===== config.mk =====
export PLATFORM = sky130hd
export DESIGN_NAME = display_scan_ctrl
export DESIGN_NICKNAME = d
export VERILOG_FILES = /design/src/rtl/display_scan_ctrl.sv
export SDC_FILE = /design/constraint.sdc
export NUM_CORES = 1
export LEC_CHECK = 0
export CAP_MARGIN = 15
export CORE_MARGIN = 4
export CORE_UTILIZATION = 45
export CTS_CLUSTER_DIAMETER = 80
export DETAILED_ROUTE_END_ITERATION = 12
export HOLD_SLACK_MARGIN = 0.06
export PLACE_DENSITY = 0.71
export SYNTH_ARGS = -nofsm -noshare
export SYNTH_HDL_FRONTEND = slang
export SYNTH_SLANG_ARGS = --single-unit

===== constraint.sdc =====
create_clock -name clk -period 4.1 [get_ports clk]
set_input_delay 1.025 -clock clk [delete_from_list [all_inputs] [get_ports clk]]
set_output_delay 1.025 -clock clk [all_outputs]
set_load 0.01 [all_outputs]

===== src/rtl/display_scan_ctrl.sv =====
// 8-digit seven-segment scan controller with blanking gap and
// per-frame input snapshot; all outputs registered.
module display_scan_ctrl #(
  parameter int DIGIT_TICKS = 100000,
  parameter int BLANK_TICKS = 1000
) (
  input  logic        clk,
  input  logic        rst_n,
  input  logic [31:0] display,
  input  logic [7:0]  displayEnable,
  input  logic [7:0]  dpEnable,
  output logic [7:0]  an,
  output logic [6:0]  seg,
  output logic        dp,
  output logic        frame_start
);

  localparam int CW = (DIGIT_TICKS > 1) ? $clog2(DIGIT_TICKS) : 1;
  localparam logic [CW-1:0] CNT_LAST  = CW'(DIGIT_TICKS - 1);
  localparam logic [CW-1:0] BLANK_END = CW'(BLANK_TICKS);

  logic [CW-1:0] cnt_q, cnt_d;
  logic [2:0]    dig_q, dig_d;
  logic [31:0]   disp_q, disp_d;
  logic [7:0]    en_q, en_d;
  logic [7:0]    dpe_q, dpe_d;
  logic [7:0]    an_q, an_d;
  logic [6:0]    seg_q, seg_d;
  logic          dp_q, dp_d;
  logic          fs_q, fs_d;
  logic          wrap, snap, blank;
  logic [3:0]    nib;

  function automatic logic [6:0] dec7(input logic [3:0] v);
    logic [6:0] s;
    case (v)
      4'h0: s = 7'h40;
      4'h1: s = 7'h79;
      4'h2: s = 7'h24;
      4'h3: s = 7'h30;
      4'h4: s = 7'h19;
      4'h5: s = 7'h12;
      4'h6: s = 7'h02;
      4'h7: s = 7'h78;
      4'h8: s = 7'h00;
      4'h9: s = 7'h10;
      4'hA: s = 7'h08;
      4'hB: s = 7'h03;
      4'hC: s = 7'h46;
      4'hD: s = 7'h21;
      4'hE: s = 7'h06;
      default: s = 7'h0E;
    endcase
    return s;
  endfunction

  // Phase counter and digit index; snapshot point is slot 0, phase 0
  always_comb begin
    wrap  = (cnt_q == CNT_LAST);
    snap  = (cnt_q == '0) && (dig_q == 3'd0);
    cnt_d = wrap ? '0 : cnt_q + CW'(1);
    dig_d = wrap ? dig_q + 3'd1 : dig_q;
  end

  // Shadow next-state: the snapshot value is used on its own edge
  always_comb begin
    disp_d = snap ? display       : disp_q;
    en_d   = snap ? displayEnable : en_q;
    dpe_d  = snap ? dpEnable      : dpe_q;
  end

  // Output next-state from current phase/digit and the active shadow
  always_comb begin
    blank = (BLANK_TICKS != 0) && (cnt_q < BLANK_END);
    nib   = disp_d[{dig_q, 2'b00} +: 4];
    an_d  = 8'hFF;
    seg_d = 7'h7F;
    dp_d  = 1'b1;
    fs_d  = snap;
    if (!blank) begin
      if (en_d[dig_q]) an_d = ~(8'h01 << dig_q);
      seg_d = dec7(nib);
      dp_d  = ~dpe_d[dig_q];
    end
  end

  // State and output registers
  always_ff @(posedge clk or negedge rst_n) begin
    if (!rst_n) begin
      cnt_q  <= '0;
      dig_q  <= 3'd0;
      disp_q <= '0;
      en_q   <= '0;
      dpe_q  <= '0;
      an_q   <= 8'hFF;
      seg_q  <= 7'h7F;
      dp_q   <= 1'b1;
      fs_q   <= 1'b0;
    end else begin
      cnt_q  <= cnt_d;
      dig_q  <= dig_d;
      disp_q <= disp_d;
      en_q   <= en_d;
      dpe_q  <= dpe_d;
      an_q   <= an_d;
      seg_q  <= seg_d;
      dp_q   <= dp_d;
      fs_q   <= fs_d;
    end
  end

  assign an          = an_q;
  assign seg         = seg_q;
  assign dp          = dp_q;
  assign frame_start = fs_q;

endmodule


==> impl_metrics.env <==
export IMPL_synth_ff_type="dfrtp_1"
export IMPL_timing_fmax_mhz=268
export IMPL_crit_start="dig_q[1]$_DFFE_PN0N_"
export IMPL_fp_row_count=35
export IMPL_ys_async_sr_fraction_pct=100
export IMPL_grt_usage_pct=18.4
export IMPL_n_antenna_cell=0
export IMPL_cp_slowest_cell="or4bb_4"
export IMPL_fillers=827
export IMPL_stdcell_count=595
export IMPL_globalplace_congestion=0.833
export IMPL_cap_violations=0
export IMPL_drtIter0Drc=142
export IMPL_cts_tree="yes"
export IMPL_synthTopCellsByCount="dfrtp_1, nand2_1, mux2_2"
export IMPL_clk_latency_ns=0.35
export IMPL_r2r_start="dig_q[1]$_DFFE_PN0N_"
export IMPL_grt_pass1_vias=3357
export IMPL_path_buf_inv=2
export IMPL_post_place_ws_ns=0.182
export IMPL_rsz0062_at_grt="false"
export IMPL_endpoint_kind="flop"
export IMPL_cts_root_buf="clkbuf_8"
export IMPL_place_hpwl_um=7240
export IMPL_syn_num_nets=463
export IMPL_crit_path_start_kind="flop"
export IMPL_status="complete, no violations"
export IMPL_multi_input_area_um2=2070
export IMPL_areaGrowthSynthToFinish_pct=21.8
export IMPL_postSynthCellCount=399
export IMPL_synth_most_common_cell="dfrtp_1"
export IMPL_grt_pass1_wl_um=16800
export IMPL_whs_ns=0.496
export IMPL_arrival_ns=4.01
export IMPL_leakagePower_nw=2.21
export IMPL_worstPathCellList="inv_1 -> ha_1 -> or4bb_4 -> nor2_8 -> mux2_4 -> o2111ai_1 -> nand3_2 -> inv_1 -> ha_1 -> nor2_1 -> a211oi_1 -> o21ai_1"
export IMPL_ioPinCount=67
export IMPL_maxSlewViolCount=0
export IMPL_vias=3219
export IMPL_clock_tree_buffer_depth=2
export IMPL_die_area_um2=11500
export IMPL_synth_enable_flop_cells=0
export IMPL_synth_seq_cells=85
export IMPL_finalHoldViolCount=0
export IMPL_ir_drop_mv=0.197
export IMPL_post_cts_setup_buffer_count=0
export IMPL_period_share_pct=91.1
export IMPL_first_pass_iters=4
export IMPL_cellPowerDensity_nw_per_um2=309
export IMPL_worst_pin_slew_ns=1.04
export IMPL_drc=0
export IMPL_grt_antenna_before_repair=0
export IMPL_fin_setup_tns_ns=0
export IMPL_endpoint="seg[3]$_DFF_PN1_"
export IMPL_ff2ff_path_depth=12
export IMPL_fin_ws_ns=0.365
export IMPL_avgRoutedWirePerCell_um=16.9
export IMPL_finalSetupViolations=0
export IMPL_die_x_um=107
export IMPL_slew_headroom_pct=30.6
export IMPL_hold_start="dpe_q[1]$_DFF_PN0_"
export IMPL_drive_gt1_share_pct=21.7
export IMPL_final_cell_area_um2=5410
export IMPL_synthTopCellsByArea="dfrtp_1, mux2_2, dfstp_2"
export IMPL_nets=525
export IMPL_hold_depth=1
export IMPL_cts_buffers=9
export IMPL_fp_dieH_um=107
export IMPL_syn_avg_cell_area_um2=11.1
export IMPL_r2r_setup_slack_ns=0.37
export IMPL_viasPerCell=5.41
export IMPL_worst_path_max_fanout=12
export IMPL_start_util_pct=47.2
export IMPL_crit_family="simple AND/OR/NAND/NOR gates"
export IMPL_required_ns=4.37
export IMPL_port_buffers=66
export IMPL_place_area_um2=5170
export IMPL_htreeDepth=3
export IMPL_r2r_end="seg[3]$_DFF_PN1_"
export IMPL_yosysSeqAreaShare_pct=48.3
export IMPL_ys_warn_count=0
export IMPL_yosysTopAreaCell="dfrtp_1"
export IMPL_critPathKind="reg -> reg"
export IMPL_regArea_um2=2150
export IMPL_dp_cells=578
export IMPL_worstSetupPathDepth=12
export IMPL_fin_crit_ns=3.73
export IMPL_slowest_delay_ns=0.68
export IMPL_synth_top_cell_area_share_pct=38.9
export IMPL_wl_um=10000
export IMPL_grt_max_degree=86
export IMPL_syn_area_um2=4440
export IMPL_finClkSkew_ns=0.00884
export IMPL_post_synth_num_cell_types=48
export IMPL_fp_coreArea_um2=9420
export IMPL_grt_overflow=0
export IMPL_antenna_left=0
export IMPL_hold_class="reg -> reg"
export IMPL_clk_pin_slew_ns=0.08
export IMPL_cts_sinks=85
sequential cells by signal, summed over array words and instances, names as in the netlist:
signal and cells:
an 8, cnt_q 17, dig_q 3, disp_q 32
dp 1, dpe_q 8, en_q 8, frame_start 1
seg 7
worst reg2reg max path, stage by stage, from the launching register on:
cell       delay (ns)
dfrtp_1          0.54
inv_1            0.25
ha_1             0.30
or4bb_4          0.68
nor2_8           0.27
mux2_4           0.35
o2111ai_1        0.25
nand3_2          0.19
inv_1            0.18
ha_1             0.28
nor2_1           0.12
a211oi_1         0.07
o21ai_1          0.19
where the power goes:
| group | switching, mW | internal [mW] |
|---|---|---|
| clock network | 0.304 | 0.359 |
| logic | 0.0607 | 0.0774 |
| registers | 0.00869 | 0.862 |
cell type report:
class                           instances  share of cell area, %
Tap cell                              129                   2.98
Multi-Input combinational cell        269                   38.3
Sequential cell                        85                   39.7
Inverter                               21                   1.46
Timing Repair Buffer                   75                   13.4
Clock buffer                           10                   2.54
Clock inverter                          6                   1.60
cells in the final DEF, fill, tap and decap left out, types with 2 or more instances in the layout:
master and instances:
a211oi_1 9, a21oi_1 3, a21oi_2 2, a22oi_1 10, and4_1 2, buf_4 10, bufinv_16 2, clkbuf_8 10
clkdlybuf4s50_1 65, clkinv_4 2, dfrtp_1 69, dfstp_2 16, ha_1 14, inv_1 19, inv_2 2, mux2_1 5
mux2_2 38, mux2_4 2, mux2i_1 3, mux4_2 5, nand2_1 48, nand3_1 25, nand4_1 3, nor2_1 18
nor3_1 4, nor4_4 2, o2111ai_1 2, o211ai_1 14, o211ai_2 2, o21ai_0 19, o21ai_1 3, o221ai_1 5
or2_1 2, xnor2_1 9, xor2_1 5
metal layers:
| metal | GRT usage (%) | vias up | share of wire (%) |
|---|---|---|---|
| met3 | 2.94 | 11 | 3.9 |
| li1 | - | 1542 | - |
| met5 | 0 | - | 0 |
| met2 | 31.9 | 75 | 51 |
| met4 | 5.95 | 0 | 1.0 |
| met1 | 23.6 | 1591 | 44 |
kinds of logic after synthesis:
| family | after synthesis | share of synthesized area (%) |
|---|---|---|
| AO/OA/AOI/OAI | 71 | 11.1 |
| XOR/XNOR | 14 | 2.76 |
| adder cells (fa/ha/maj) | 14 | 3.94 |
| buffers and inverters | 46 | 5.44 |
| flip-flops | 85 | 48.3 |
| multiplexers | 53 | 14.8 |
| AND/OR/NAND/NOR | 116 | 13.6 |
worst min path at each step:
stage / endpoint / slack (ns)
final: dpe_q[1]$_DFF_PN0_ / 0.50
after global routing: disp_q[29]$_DFF_PN0_ / 0.51
after global placement: en_q[3]$_DFF_PN0_ / 0.47
after floorplan: cnt_q[0]$_DFF_PN0_ / 0.45
after CTS: disp_q[29]$_DFF_PN0_ / 0.50
after detailed placement: en_q[3]$_DFF_PN0_ / 0.48
stage by stage:
step | utilization [%] | power (mW)
global route | 57.5 | 1.73
floorplan | - | 0.944
global placement | 54.9 | 1.02
finish | 57.5 | 1.67
CTS | 57.3 | 1.68
detailed placement | 54.9 | 1.03
what timing repair did:
item | CTS | global route
endpoints found under the setup margin | 0 | 4
hold buffers | 0 | 0
gates resized for setup | 0 | 1
No activity file was read; power rests on OpenSTA's default activity.
